$ cat src/rtl/dma_pkg.sv
// dma_pkg: shared types and constants for the DMA request stage
package dma_pkg;
  localparam int NCH = 4;
  localparam int CMD_DISABLE = 2;
  localparam int CMD_ROTATE = 4;
  localparam int CMD_DREQ_LOW = 6;
  localparam int CMD_DACK_HIGH = 7;
  typedef enum logic [1:0] {IDLE, GRANT, RELEASE} state_t;
  function automatic logic [1:0] oneHotIdx(input logic [NCH-1:0] v);
    return {v[3] | v[2], v[3] | v[1]};
  endfunction
endpackage

$ cat src/rtl/dma_prio_arbiter.sv
// dma_prio_arbiter: one-hot winner of eff, search starting at channel rp and wrapping 3->0
module dma_prio_arbiter
  import dma_pkg::*;
(
  input  logic [NCH-1:0] eff,
  input  logic [1:0]     rp,
  output logic [NCH-1:0] win
);
  logic [NCH-1:0] rot, pick;
  // Rotate so channel rp sits at bit 0, keep the lowest set bit, rotate back
  always_comb begin
    rot = NCH'({eff, eff} >> rp);
    pick = rot & -rot;
    win = NCH'(({pick, pick} << rp) >> NCH);
  end
endmodule

$ cat src/rtl/dma_priority_resolver.sv
// dma_priority_resolver: DREQ sync, request merge, grant FSM and DACK drive; rotating priority built only with DMA_ROTATING_PRIORITY_EN
module dma_priority_resolver #(
  parameter int NCH = 4
) (
  input  logic           CLK,
  input  logic           RESET,
  input  logic           CS_N,
  input  logic           HLDA,
  input  logic [NCH-1:0] DREQ,
  input  logic [7:0]     commandReg,
  input  logic [NCH-1:0] maskReg,
  input  logic [NCH-1:0] requestReg,
  input  logic           validDACK,
  input  logic           svcDone,
  output logic [NCH-1:0] VALID_DREQ,
  output logic [NCH-1:0] DACK,
  output logic [1:0]     activeCh,
  output logic           reqPending,
  output logic [NCH-1:0] clrSwReq
);
  import dma_pkg::*;
  state_t state, stateNext;
  logic [NCH-1:0] dreqS, eff, win, grant, grantNext, dackAct, clrNext;
  logic [1:0] arbRp;
  logic programming;
  logic unusedBits;
  assign eff = (dreqS | requestReg) & ~maskReg & {NCH{~commandReg[CMD_DISABLE]}};
  assign programming = !CS_N && !HLDA;
  assign VALID_DREQ = grant;
  assign reqPending = |grant;
  assign activeCh = oneHotIdx(grant);
  assign DACK = dackAct ^ {NCH{~commandReg[CMD_DACK_HIGH]}};
  dma_prio_arbiter uArb (
    .eff(eff),
    .rp(arbRp),
    .win(win)
  );
  // Sync stage, FSM state, grant, DACK and software-clear registers
  always_ff @(posedge CLK)
    if (RESET) begin
      state <= IDLE;
      grant <= '0;
      dreqS <= '0;
      dackAct <= '0;
      clrSwReq <= '0;
    end else begin
      state <= stateNext;
      grant <= grantNext;
      dreqS <= DREQ ^ {NCH{commandReg[CMD_DREQ_LOW]}};
      dackAct <= grant & {NCH{validDACK}};
      clrSwReq <= clrNext;
    end
  // Arbitrate from IDLE, hold the grant until svcDone, then one dead RELEASE cycle
  always_comb begin
    stateNext = state;
    grantNext = grant;
    clrNext = '0;
    case (state)
      IDLE:
        if (|eff && !programming) begin
          stateNext = GRANT;
          grantNext = win;
        end
      GRANT:
        if (svcDone) begin
          stateNext = RELEASE;
          grantNext = '0;
          clrNext = grant & requestReg;
        end
      default: stateNext = IDLE;
    endcase
  end
`ifdef DMA_ROTATING_PRIORITY_EN
  logic [1:0] rp;
  // Rotation pointer moves just past the channel whose service ended
  always_ff @(posedge CLK)
    if (RESET) rp <= 2'd0;
    else if (state == GRANT && svcDone && commandReg[CMD_ROTATE]) rp <= activeCh + 2'd1;
  assign arbRp = commandReg[CMD_ROTATE] ? rp : 2'd0;
  assign unusedBits = ^{commandReg[5], commandReg[3], commandReg[1:0]};
`else
  assign arbRp = 2'd0;
  assign unusedBits = ^{commandReg[5:3], commandReg[1:0]};
`endif
endmodule

$ cat config.mk
export PLATFORM = sky130hd
export DESIGN_NAME = dma_priority_resolver
export DESIGN_NICKNAME = d
export VERILOG_FILES = /design/src/rtl/dma_pkg.sv /design/src/rtl/dma_prio_arbiter.sv /design/src/rtl/dma_priority_resolver.sv
export SDC_FILE = /design/constraint.sdc
export NUM_CORES = 1
export LEC_CHECK = 0
export ABC_CLOCK_PERIOD_IN_PS = 1650
export CORE_AREA = 2 2 49 51
export DETAILED_ROUTE_END_ITERATION = 8
export DIE_AREA = 0 0 51 53
export PLACE_DENSITY = 0.75
export REMOVE_ABC_BUFFERS = 1
export SYNTH_ARGS = -nofsm -noshare
export SYNTH_HDL_FRONTEND = slang
export SYNTH_SLANG_ARGS = --single-unit
$ cat constraint.sdc
create_clock -name CLK -period 1.65 [get_ports CLK]
set_clock_uncertainty 0.1 [all_clocks]
set_input_delay 0.33 -clock CLK [delete_from_list [all_inputs] [get_ports CLK]]
set_output_delay 0.33 -clock CLK [all_outputs]
set_load 0.01 [all_outputs]
Yosys cells after proc, flatten, opt, wreduce, memory -nomap -nowiden. Cells that the tools add are included.

Add/subtract/negate cells: 1. Eq/ne operators: 3. Mux-type cells: 6. Bitwise operators: 15. Reductions and logical operators: 12.

Operators with widths (count): $and A4 B4 Y4 (5); $mux W4 (2); $pmux W4 S2 (1); $reduce_or A4 Y1 (2); $xor A4 B4 Y4 (2); $mux W2 (2); $ne A2 B2 Y1 const B (2); $neg A4 Y4 (1); $not A1 Y1 (4); $not A4 Y4 (1); $or A4 B4 Y4 (1); $pmux W2 S2 (1); $logic_not A1 Y1 (3); $reduce_and A3 Y1 (1); $reduce_or A3 Y1 (1); $eq A2 B1 Y1 const B (1); $logic_and A1 B1 Y1 (2); $logic_not A2 Y1 (1); $or A1 B1 Y1 (2); $reduce_and A2 Y1 (1); $reduce_bool A2 Y1 (1).

Register bits after elaboration: 18. Word-level logic and storage cells: 42.

Depth between registers and ports, before layout.
Depth in word-level cells: 7. Depth in mapped cells: 4. Gate-level depth less buffers: 4.

Cells and area by module. A second synthesis with hierarchy kept.

Cell total of the unflattened synthesis: 93. Area total of the unflattened synthesis: 822.0 um^2.

By module, submodules not included: dma_priority_resolver (times used 1, cells an instance 75, area each 719.4 um^2); dma_prio_arbiter (times used 1, cells an instance 18, area each 102.6 um^2).

Worst setup path before layout. Ideal clock, no wire load.

Path kind: flip-flop to output port. Start point: reg grant[3] (netlist: VALID_DREQ[3]). End point: out reqPending. Arrival: 1042 ps. Slack: 178 ps. Cell stages (with the launch flop): 3. Buffers on the path: 0. Cells stage by stage: dfxtp_1 or2_2 or3_1.

Longest elaborated chain between the ends: 1.

RTL lines: from (decl) (line dma_priority_resolver.sv:23) `logic [NCH-1:0] dreqS, eff, win, grant, grantNext, dackAct, clrNext;`; from (signal assigned) (line dma_priority_resolver.sv:48) `grant <= grantNext;`; $reduce_or A4 Y1 (line dma_priority_resolver.sv:30) `assign reqPending = |grant;`; to (decl) (line dma_priority_resolver.sv:18) `output logic reqPending,`.

Every way passes these cells.

Final worst setup path. Ends and elaborated chain as after synthesis.

==> flow_summary.yaml <==
grt:
  grt-ovfl-total: 0
  grt_pass1_wl_microns: 2790
  grt_start_max_net_pins: 11
  antenna_found_initial: 0
  track_usage_pct: 14.3
  grt_pass1_vias: 664
power_and_ir_drop:
  switching_share_pct: 24.0
  p_per_area_nw_per_um2: 779
  combPwrFrac_pct: 22.0
  p_seq_share_pct: 49.7
  pwr-share-clk_pct: 28.3
  p_int_uw: 708
  peakVddDrop_uv: 495
  p_switching_uw: 223
  power_leakage_uw: 0.000515
cts:
  clk_path_buf_depth: 2
  htree_levels: 1
  clkTransAtPathRegs_ns: 0.10
  clk_latency_ns: 0.29
  cts_tree: "yes"
  cts_root_buffer: "clkbuf_4"
  clock_sinks: 18
  post_cts_buffers: 0
  cts_made_buffers: 3
cells_and_area:
  nNetsFinal: 146
  final.fill_count: 205
  final_cell_mix: "24 x clkdlybuf4s50_1, 16 x dfxtp_1, 10 x nor2_1"
  layout_commonest_cell: "clkdlybuf4s50_1"
  antennaDiodeCount: 0
  post-route-util_pct: 55.7
  drive_above_1_share_pct: 21.0
  area_delta_synth_final_pct: 59.3
logic_synthesis:
  syn_area_per_cell_sq_um: 9.88
  ys_types: 29
  synth_edf_count: 0
  synth_seq_cells: 18
  syn_area_sq_um: 751
  synth.yosys.seq_area_share_pct: 48.0
  synth_warnings: 0
  syn_inst: 76
  async_flop_share_pct: 0
  synth-main-ff-cell: "dfxtp_1"
min_path:
  hold_path.class: "register to register"
placed_design:
  place_congestion: 0.728
  hpwl_microns: 1420
  portBuffers: 35
status:
  status: "complete, but fails checks"
  failed_checks: "setup timing"
detailed_routing:
  vias: 660
  drt_first_pass_iters: 3
  drc: 0
  drtIter0Drc: 5
  routed_wirelength_microns: 1650
  drt-wirelength-per-cell_microns: 11.2
  ant_nets: 0
  via_per_inst: 4.49
worst_setup_path:
  cp-end-kind: "primary output"
  cp_data_arrival_time_ns: 1.30
  setup.worst_path.start_class: "register"
  worstSetupPathType: "register to primary output"
  cp_max_fo: 2
  required_ns: 1.22
timing:
  tightest_slew_ns: 0.284
  slew_headroom_pct: 80.9
  rsz0062_at_grt: "yes"
  drv_slew: 0
  post-route-min-period_ns: 1.73
  setup_ws_ns: -0.0786
  finalHoldViolations: 0
  finalSetupViolations: 1
  fmax_mhz: 578
  setup_tns_ns: -0.0786
  period_share_pct: 105
run:
  drv_cap: 0
floorplan:
  row_count: 17
  dieWidth_microns: 51
  die_y_microns: 53
  start_util_pct: 34.9
  io_pins: 41
  dieArea_sq_um: 2700
  coreArea_sq_um: 2150
## state kept, by name, summed over array words and instances, names as in the netlist
signal and count:
state 2, dackAct 4, VALID_DREQ 4, dreqS 4, clrSwReq 4
## kinds of logic after synthesis
kind of cell    synth area share [%]
compound gates                  13.5
xor+xnor                        9.33
buf+inv                         2.17
flops                           48.0
simple gates                    27.0
## final cells by class
cell class,instances,area (sq um),share of cell area [%]
repair buffers,42,382,31.9
multi-input cells,54,377,31.5
flip-flops and latches,18,363,30.3
clock buffers,4,36.3,3.03
well taps,28,35.0,2.93
inverters,1,3.75,0.314
## worst paths after layout
check | startpoint | cells after the start | slack (ns) | endpoint
min | VALID_DREQ[1] | 2 | 0.40 | VALID_DREQ[1]
min reg2reg | VALID_DREQ[1] | 2 | 0.40 | VALID_DREQ[1]
max | VALID_DREQ[3] | 3 | -0.08 | reqPending
max reg2reg | dreqS[0] | 4 | 0.33 | state[0]
## synthesized netlist by cell type, types with 2 or more instances
master	count	area, sq um
dfxtp_1	18	360
nor2_1	10	37.5
xnor2_1	8	70.1
nand2_1	5	18.8
and2_1	4	25.0
and3_1	3	18.8
clkbuf_1	2	7.51
nor2b_1	2	12.5
o21ai_2	2	17.5
o22ai_1	2	12.5
or2_2	2	12.5
## power groups by stage
stage          Combinational (uW)  Clock (uW)  Sequential (uW)
2_1_floorplan                93.2           0              474
3_3_place_gp                  216           0              471
3_5_place_dp                  222           0              472
4_1_cts                       207         271              462
5_1_grt                       223         291              466
6_report                      205         263              463
## per-layer routing
| metal | vias to the layer above | share of wire (%) | track usage, % |
|---|---|---|---|
| met3 | 2 | 7.9 | 3.67 |
| met4 | 0 | 0.73 | 6.76 |
| met5 | - | 0 | 0 |
| li1 | 338 | - | - |
| met1 | 290 | 37 | 13.7 |
| met2 | 30 | 55 | 28.1 |
## through the flow
| stage | power (uW) | area, sq um | worst slack, ns | hold slack (ns) | instances |
|---|---|---|---|---|---|
| after detailed placement | 694 | 1180 | -0.421 | 0.432 | 143 |
| after global routing | 980 | 1200 | -0.124 | 0.439 | 147 |
| after CTS | 940 | 1190 | -0.145 | 0.447 | 147 |
| final | 931 | 1200 | -0.0786 | 0.401 | 147 |
| after global placement | 687 | 1180 | -0.367 | 0.403 | 143 |
| after floorplan | 567 | 738 | 0.178 | 0.300 | 73 |
## what timing repair did
action / CTS / global route
gates resized for setup: 17 / 3
setup endpoints to repair: 11 / 3
endpoints found under the hold margin: 0 / 0
cloned: 0 / 0
hold buffers: 0 / 0
## worst max-delay path: stages, from the launching register on
cell and delay [ns]:
dfxtp_2 0.33, or2_4 0.24, or3_1 0.30, buf_2 0.14
Note: power is estimated with default switching activity, not from simulation.
